## src/rtl/video_signal_generator.sv

```systemverilog
// Raster timing generator: pixel/line counters, syncs, data enable, frame strobe and frame counter.
// Every output is registered from next-state values so it lines up with o_sx/o_sy on the same cycle.
module video_signal_generator #(
    parameter int H_ACTIVE          = 640,
    parameter int H_FP              = 16,
    parameter int H_SYNC            = 96,
    parameter int H_BP              = 48,
    parameter int V_ACTIVE          = 480,
    parameter int V_FP              = 10,
    parameter int V_SYNC            = 2,
    parameter int V_BP              = 33,
    parameter int SYNC_POL          = 0,
    parameter int FRAMES_PER_SECOND = 60,
    localparam int H_TOTAL = H_ACTIVE + H_FP + H_SYNC + H_BP,
    localparam int V_TOTAL = V_ACTIVE + V_FP + V_SYNC + V_BP,
    localparam int SXW     = $clog2(H_TOTAL),
    localparam int SYW     = $clog2(V_TOTAL),
    localparam int FCW     = $clog2(FRAMES_PER_SECOND)
) (
    input  logic           i_clk_pxl,
    input  logic           i_reset_n,
    output logic [SXW-1:0] o_sx,
    output logic [SYW-1:0] o_sy,
    output logic           o_hsync,
    output logic           o_vsync,
    output logic           o_de,
    output logic           o_nf,
    output logic [FCW-1:0] o_fc
);

    localparam logic           SYNC_ACT = (SYNC_POL != 0);
    localparam logic [SXW-1:0] SX_LAST  = SXW'(H_TOTAL - 1);
    localparam logic [SYW-1:0] SY_LAST  = SYW'(V_TOTAL - 1);
    localparam logic [FCW-1:0] FC_LAST  = FCW'(FRAMES_PER_SECOND - 1);

    // One extra bit so thresholds equal to the total (empty porches) still compare correctly
    localparam logic [SXW:0] H_VIS   = (SXW+1)'(H_ACTIVE);
    localparam logic [SXW:0] HS_BEG  = (SXW+1)'(H_ACTIVE + H_FP);
    localparam logic [SXW:0] HS_END  = (SXW+1)'(H_ACTIVE + H_FP + H_SYNC);
    localparam logic [SYW:0] V_VIS   = (SYW+1)'(V_ACTIVE);
    localparam logic [SYW:0] VS_BEG  = (SYW+1)'(V_ACTIVE + V_FP);
    localparam logic [SYW:0] VS_END  = (SYW+1)'(V_ACTIVE + V_FP + V_SYNC);

    logic [SXW-1:0] sx_nxt;
    logic [SYW-1:0] sy_nxt;
    logic [FCW-1:0] fc_nxt;
    logic           hs_nxt;
    logic           vs_nxt;
    logic           de_nxt;
    logic           nf_nxt;
    logic [SXW:0]   sx_ext;
    logic [SYW:0]   sy_ext;

    always_comb begin
        sx_nxt = o_sx + SXW'(1);
        sy_nxt = o_sy;
        fc_nxt = o_fc;
        if (o_sx == SX_LAST) begin
            sx_nxt = '0;
            if (o_sy == SY_LAST) begin
                sy_nxt = '0;
                fc_nxt = (o_fc == FC_LAST) ? '0 : o_fc + FCW'(1);
            end else begin
                sy_nxt = o_sy + SYW'(1);
            end
        end
    end

    // Decode on the coordinates that will be presented next cycle
    always_comb begin
        sx_ext = {1'b0, sx_nxt};
        sy_ext = {1'b0, sy_nxt};
        de_nxt = (sx_ext < H_VIS) && (sy_ext < V_VIS);
        hs_nxt = ((sx_ext >= HS_BEG) && (sx_ext < HS_END)) ? SYNC_ACT : ~SYNC_ACT;
        vs_nxt = ((sy_ext >= VS_BEG) && (sy_ext < VS_END)) ? SYNC_ACT : ~SYNC_ACT;
        nf_nxt = (sx_nxt == SX_LAST) && (sy_nxt == SY_LAST);
    end

    always_ff @(posedge i_clk_pxl or negedge i_reset_n) begin
        if (!i_reset_n) begin
            o_sx    <= '0;
            o_sy    <= '0;
            o_fc    <= '0;
            o_de    <= 1'b1;
            o_hsync <= ~SYNC_ACT;
            o_vsync <= ~SYNC_ACT;
            o_nf    <= 1'b0;
        end else begin
            o_sx    <= sx_nxt;
            o_sy    <= sy_nxt;
            o_fc    <= fc_nxt;
            o_de    <= de_nxt;
            o_hsync <= hs_nxt;
            o_vsync <= vs_nxt;
            o_nf    <= nf_nxt;
        end
    end

endmodule

```

## config.mk

```make
export PLATFORM = sky130hd
export DESIGN_NAME = video_signal_generator
export DESIGN_NICKNAME = d
export VERILOG_FILES = /design/src/rtl/video_signal_generator.sv
export SDC_FILE = /design/constraint.sdc
export NUM_CORES = 1
export LEC_CHECK = 0
export BUFFER_PORTS_ARGS = -buffer_cell sky130_fd_sc_hd__buf_2
export CAP_MARGIN = 40
export CORE_ASPECT_RATIO = 0.9
export CORE_MARGIN = 3
export CORE_UTILIZATION = 40
export CTS_CLUSTER_SIZE = 24
export DETAILED_ROUTE_END_ITERATION = 10
export PLACE_DENSITY = 0.57
export SYNTH_ARGS = -nofsm -noshare
export SYNTH_HDL_FRONTEND = slang
export SYNTH_SLANG_ARGS = --single-unit
```

## constraint.sdc

```tcl
create_clock -name i_clk_pxl -period 2.85 [get_ports i_clk_pxl]
set_input_delay 0.57 -clock i_clk_pxl [delete_from_list [all_inputs] [get_ports i_clk_pxl]]
set_output_delay 0.57 -clock i_clk_pxl [all_outputs]
set_load 0.1 [all_outputs]
```

==> results.json, run 1 <==
{
  "status": "finished clean",
  "grt.busiest_layer": "met2",
  "timing.slew.headroom_pct": 55.12,
  "portBuffers": 31,
  "core_area_mm2": 0.004294,
  "cts.sinks": 30,
  "drt_iter0_markers": 127,
  "postCtsSetupBuffers": 0,
  "cts_tree": "done",
  "max-vdd-ir-drop_uv": 274.8,
  "p_leak_nw": 1.004,
  "crit_type": "reg2reg",
  "clock_latency_ns": 0.28,
  "use_met1_pct": 23.10,
  "syn_area_mm2": 0.001872,
  "layout_setup_ws_ns": 0.3726,
  "crit_required_ns": 3.00,
  "slew_viol_final": 0,
  "rsz0062_at_grt": "no",
  "fin_nets": 243,
  "placed_area_mm2": 0.002071,
  "timing.final.crit_share_pct": 86.93,
  "cts_resized": 0,
  "critPathArrivalTime_ns": 2.62,
  "pre_cts_slack_ns": 0.3803,
  "ant_nets": 0,
  "mostFrequentLayoutCell": "nand2_1",
  "tightest_slew_ns": 0.6731,
  "hold_buffers": 0,
  "antenna_found_initial": 0,
  "critPathMaxStageDelay_ns": 0.57,
  "grt_use_total_pct": 16.37,
  "finalHoldViolCount": 0,
  "crit_fanout": 9,
  "die_height_um": 70.90,
  "wl_um": 4344,
  "most-common-layout-cells": "nand2_1 (32), buf_2 (31), dfrtp_1 (22), nand3_1 (16), o21ai_0 (15)",
  "grt_first_pass_wirelength_um": 7189,
  "crit_chain": "ha_1 -> nand4_1 -> or4_4 -> nor3_4 -> xor2_2 -> nand4b_1 -> a2111oi_0",
  "drive_above_1_share_pct": 24.89,
  "grt_use_met3_pct": 4.962,
  "max_freq_ghz": 0.4036,
  "syn_nets": 213,
  "dpl.hpwl_um": 3160,
  "rows": 22,
  "synth_warnings": 0,
  "fin_crit_ns": 2.477,
  "synth_seq_cells": 30,
  "crit_buf_inv": 0,
  "skew_ns": 0.006727,
  "critPathTopFamily": "simple AND/OR/NAND/NOR gates",
  "synth_cell_types": 52,
  "use_met2_pct": 23.38,
  "n_antenna_cell": 0,
  "drc_errors": 0,
  "crit_path_start_kind": "flop",
  "htreeDepth": 2,
  "grt_max_degree": 31,
  "setup_viol_count_final": 0,
  "die_area_mm2": 0.005537,
  "syn_area_per_cell_um2": 9.086,
  "critPathSlowestCell": "or4_4",
  "drv_cap": 0,
  "initial_utilization_pct": 43.59,
  "clk_pin_slew_ns": 0.06,
  "min_path_type": "in2async",
  "area_growth_pct": 16.31,
  "grt_pass1_vias": 1511,
  "yosysTopAreaCellShare_pct": 36.10,
  "synth_area_leaders": "dfrtp_1 (36%), nand2_1 (6.4%), nand3_1 (4.3%), dfstp_2 (4.2%), o21ai_0 (4.0%)",
  "gr-total-overflow": 0,
  "cts_buffer_depth": 2,
  "synth_area_leader_cell": "dfrtp_1",
  "final_area_mm2": 0.002177,
  "wl_per_cell_um": 14.63,
  "dr.pass1.iters": 4,
  "p_per_area_mw_per_mm2": 392.9,
  "num_vias": 1622,
  "cts-root-buf": "clkbuf_8",
  "endpoint_kind": "flop",
  "avgViaCountPerCell": 5.461,
  "seq_area_frac_synth_pct": 40.31,
  "io_pins": 32,
  "die_x_um": 78.11,
  "syn_inst": 206,
  "fin_setup_tns_ns": 0,
  "routabilityCongestion": 0.8706,
  "cts_buffers": 5
}
[path summary, 6_finish.rpt]
check	slack [ns]	depth (start not counted)	end	from
max	0.37	7	o_nf$_DFF_PN0_	o_sx[0]$_DFF_PN0_
min	0.31	1	o_sx[8]$_DFF_PN0_	i_reset_n
max reg2reg	0.37	7	o_nf$_DFF_PN0_	o_sx[0]$_DFF_PN0_
min reg2reg	0.50	1	o_sx[0]$_DFF_PN0_	o_sx[0]$_DFF_PN0_
max in group asynchronous	2.04	1	o_sx[2]$_DFF_PN0_	i_reset_n
min in group i_clk_pxl	0.50	1	o_sx[0]$_DFF_PN0_	o_sx[0]$_DFF_PN0_
[worst register-to-register path, cell delays in order (launching register included)]
cell and delay, ns:
dfrtp_2 0.40, ha_1 0.23, nand4_1 0.21, or4_4 0.57, nor3_4 0.25, xor2_2 0.10, nand4b_1 0.17, a2111oi_0 0.41
[stage by stage]
step                      hold WS [ns]  cells  util [%]  power [mW]
after detailed placement        0.4944    289     48.22      0.4433
after CTS                       0.3432    297     50.70      0.8676
final                           0.3146    297     50.70      0.8554
after global placement          0.4761    289     48.22      0.4433
after floorplan                 0.2744    206         -      0.4338
after global routing            0.3742    297     50.70      0.8892
[layer usage]
metal / up-vias / part of all wire, %
li1: 800 / -
met3: 4 / 4.8
met2: 37 / 45
met5: - / 0
met4: 0 / 0.78
met1: 781 / 50
[power breakdown]
group / internal, mW / total [mW] / switching, mW
logic: 0.000492 / 0.00848 / 0.00799
registers: 0.426 / 0.426 / 0
clock network: 0.261 / 0.421 / 0.160
[cell families after synthesis]
| kind of cell | Yosys count | share of synthesized area (%) |
|---|---|---|
| buffers and inverters | 15 | 4.010 |
| XOR/XNOR | 14 | 6.952 |
| adder cells (fa/ha/maj) | 5 | 3.342 |
| multiplexers | 1 | 0.5348 |
| AND/OR/NAND/NOR | 104 | 32.35 |
| flip-flops | 30 | 40.31 |
| AO/OA/AOI/OAI | 37 | 12.50 |
[final cells by class]
type                       instances  area [um2]
clock buffer                       7       76.32
tap                               60       75.07
multi-input combinational        161        1042
sequential                        30       760.7
inverter                           4       15.01
clock inverter                     1       30.03
fill                             435        2117
timing repair buffer              34       177.7
[synthesized netlist by cell type, drive strengths merged]
cell and instances:
o211a 1, o31ai 4, o211ai 1, a21oi 3
mux2i 1, nand4 8, o22ai 1, o22a 1
ha 5, and4b 1, a2111o 1, a21boi 1
xnor2 8, xor2 6, or4 2, dfstp 3
nor4 2, nor2b 2, clkbuf 6, nand2 32
nor3b 2, a311oi 1, a2111oi 1, nand2b 3
nor4b 1, nand3 16, and3 2, nand3b 1
and2 2, nor2 14, nor3 10, a21o 2
nand4b 3, a31oi 2, buf 5, and4 1
inv 4, dfrtp 27, a22oi 1, nand4bb 1
or4b 1, o21ai 17
[registers in the layout, summed over array words and instances (netlist names)]
register,count
o_de,1
o_sx,10
o_fc,6
o_nf,1
o_vsync,1
o_sy,10
o_hsync,1
(Power assumes the default switching activity.)
==> run 2: changes to the inputs <==
--- a/config.mk
+++ b/config.mk
@@ -6,9 +6,8 @@
 export NUM_CORES = 1
 export LEC_CHECK = 0
 export BUFFER_PORTS_ARGS = -buffer_cell sky130_fd_sc_hd__buf_2
-export CAP_MARGIN = 40
 export CORE_ASPECT_RATIO = 0.9
-export CORE_MARGIN = 3
+export CORE_MARGIN = 1
 export CORE_UTILIZATION = 40
 export CTS_CLUSTER_SIZE = 24
 export DETAILED_ROUTE_END_ITERATION = 10
==> results.json, run 2 (synthesis results as in run 1) <==
{
  "rsz0062_at_grt": "no",
  "final_area_mm2": 0.002157,
  "most-common-layout-cells": "nand2_1 (32), buf_2 (31), dfrtp_1 (22), nand3_1 (16), o21ai_0 (15)",
  "slew_viol_final": 0,
  "rows": 23,
  "grt_first_pass_wirelength_um": 7231,
  "finalNonFillerCells": 298,
  "dr.pass1.iters": 4,
  "hold_buffers": 0,
  "htreeDepth": 2,
  "die_height_um": 66.90,
  "clk_pin_slew_ns": 0.07,
  "tightest_slew_ns": 0.6861,
  "fin_crit_ns": 2.551,
  "initial_utilization_pct": 41.96,
  "cts_buffers": 5,
  "grt_use_total_pct": 19.72,
  "avgViaCountPerCell": 5.339,
  "numPlacedInstances": 290,
  "mostFrequentLayoutCell": "nand2_1",
  "worst-r2r-cell-count": 7,
  "min_path_type": "in2async",
  "max_freq_ghz": 0.3920,
  "setup_viol_count_final": 0,
  "cts-root-buf": "clkbuf_8",
  "timing.rr.start": "o_sx[0]$_DFF_PN0_",
  "die_area_mm2": 0.004957,
  "fillers": 429,
  "dpl.hpwl_um": 3053,
  "p_per_area_mw_per_mm2": 365.7,
  "clock_latency_ns": 0.28,
  "crit_type": "reg2reg",
  "drv_cap": 0,
  "timing.final.crit_share_pct": 89.51,
  "timing.slew.headroom_pct": 54.26,
  "r2r_end": "o_nf$_DFF_PN0_",
  "cts_buffer_depth": 2,
  "fin_nets": 242,
  "gr-total-overflow": 0,
  "area_growth_pct": 15.24,
  "skew_ns": 0.004020,
  "placed_area_mm2": 0.002066,
  "antenna_found_initial": 0,
  "drive_above_1_share_pct": 25.00,
  "crit_fanout": 9,
  "finalHoldViolCount": 0,
  "drt_iter0_markers": 98,
  "drc_errors": 0,
  "fin_setup_tns_ns": 0,
  "max-vdd-ir-drop_uv": 204.2,
  "portBuffers": 31,
  "cts_tree": "done",
  "n_antenna_cell": 0,
  "wl_per_cell_um": 14.39,
  "r2r_slack_ns": 0.30,
  "routabilityCongestion": 0.9022,
  "io_pins": 32,
  "ant_nets": 0,
  "cts.sinks": 30,
  "num_vias": 1591,
  "postCtsSetupBuffers": 0,
  "die_x_um": 74.11,
  "endpoint_kind": "flop",
  "wl_um": 4289,
  "critPathArrivalTime_ns": 2.69,
  "p_leak_nw": 0.9952,
  "core_area_mm2": 0.004461,
  "crit_required_ns": 2.99,
  "largestRegisters": "o_sx (10), o_sy (10), o_fc (6)",
  "grt_max_degree": 31,
  "crit_path_start_kind": "flop",
  "cts_resized": 0,
  "grt_pass1_vias": 1468,
  "finalPower_mw": 0.7889,
  "status": "finished clean"
}
-- run 2: final cells by class --
class                   count  area (um2)  share of cell area, %
flip-flops and latches     30       760.7                  35.27
clock buffers               7       86.33                  4.002
clock inverters             1       5.005                 0.2320
inverters                   4       15.01                 0.6961
multi-input cells         161        1042                  48.32
repair buffers             33       170.2                  7.889
well taps                  62       77.57                  3.596
-- run 2: metal layers --
layer | vias up | share of wire [%] | global-route usage [%]
met5 | - | 0 | 0
met2 | 54 | 43 | 27.27
met4 | 0 | 1.1 | 8.894
li1 | 799 | - | -
met3 | 4 | 5.6 | 4.690
met1 | 734 | 50 | 28.54
-- run 2: how the worst max path moves through the flow --
stage,from,slack [ns],end,cells after the start
floorplan,o_sx[4]$_DFF_PN0_,0.01,o_nf$_DFF_PN0_,7
global placement,o_sx[0]$_DFF_PN0_,0.49,o_nf$_DFF_PN0_,7
detailed placement,o_sx[0]$_DFF_PN0_,0.29,o_nf$_DFF_PN0_,7
CTS,o_sx[0]$_DFF_PN0_,0.29,o_nf$_DFF_PN0_,7
global route,o_sx[0]$_DFF_PN0_,0.11,o_nf$_DFF_PN0_,7
finish,o_sx[0]$_DFF_PN0_,0.30,o_nf$_DFF_PN0_,7
-- run 2: critical path, stage by stage (launching register included) --
cell	delay (ns)
dfrtp_2	0.40
ha_1	0.24
nand4_1	0.20
or4_4	0.58
nor3_4	0.26
xor2_2	0.11
nand4b_1	0.17
a2111oi_0	0.45
-- run 2: through the flow --
| step | util (%) | hold WS [ns] | setup WS, ns |
|---|---|---|---|
| floorplan | - | 0.2744 | 0.01047 |
| global placement | 46.31 | 0.4775 | 0.4896 |
| detailed placement | 46.31 | 0.4861 | 0.2874 |
| CTS | 48.36 | 0.3501 | 0.2918 |
| global route | 48.36 | 0.3868 | 0.1142 |
| finish | 48.36 | 0.3266 | 0.2989 |
-- run 2: power breakdown --
part	switching (mW)	internal, mW
Combinational	0.00817	0.000492
Sequential	0	0.426
Clock	0.160	0.195
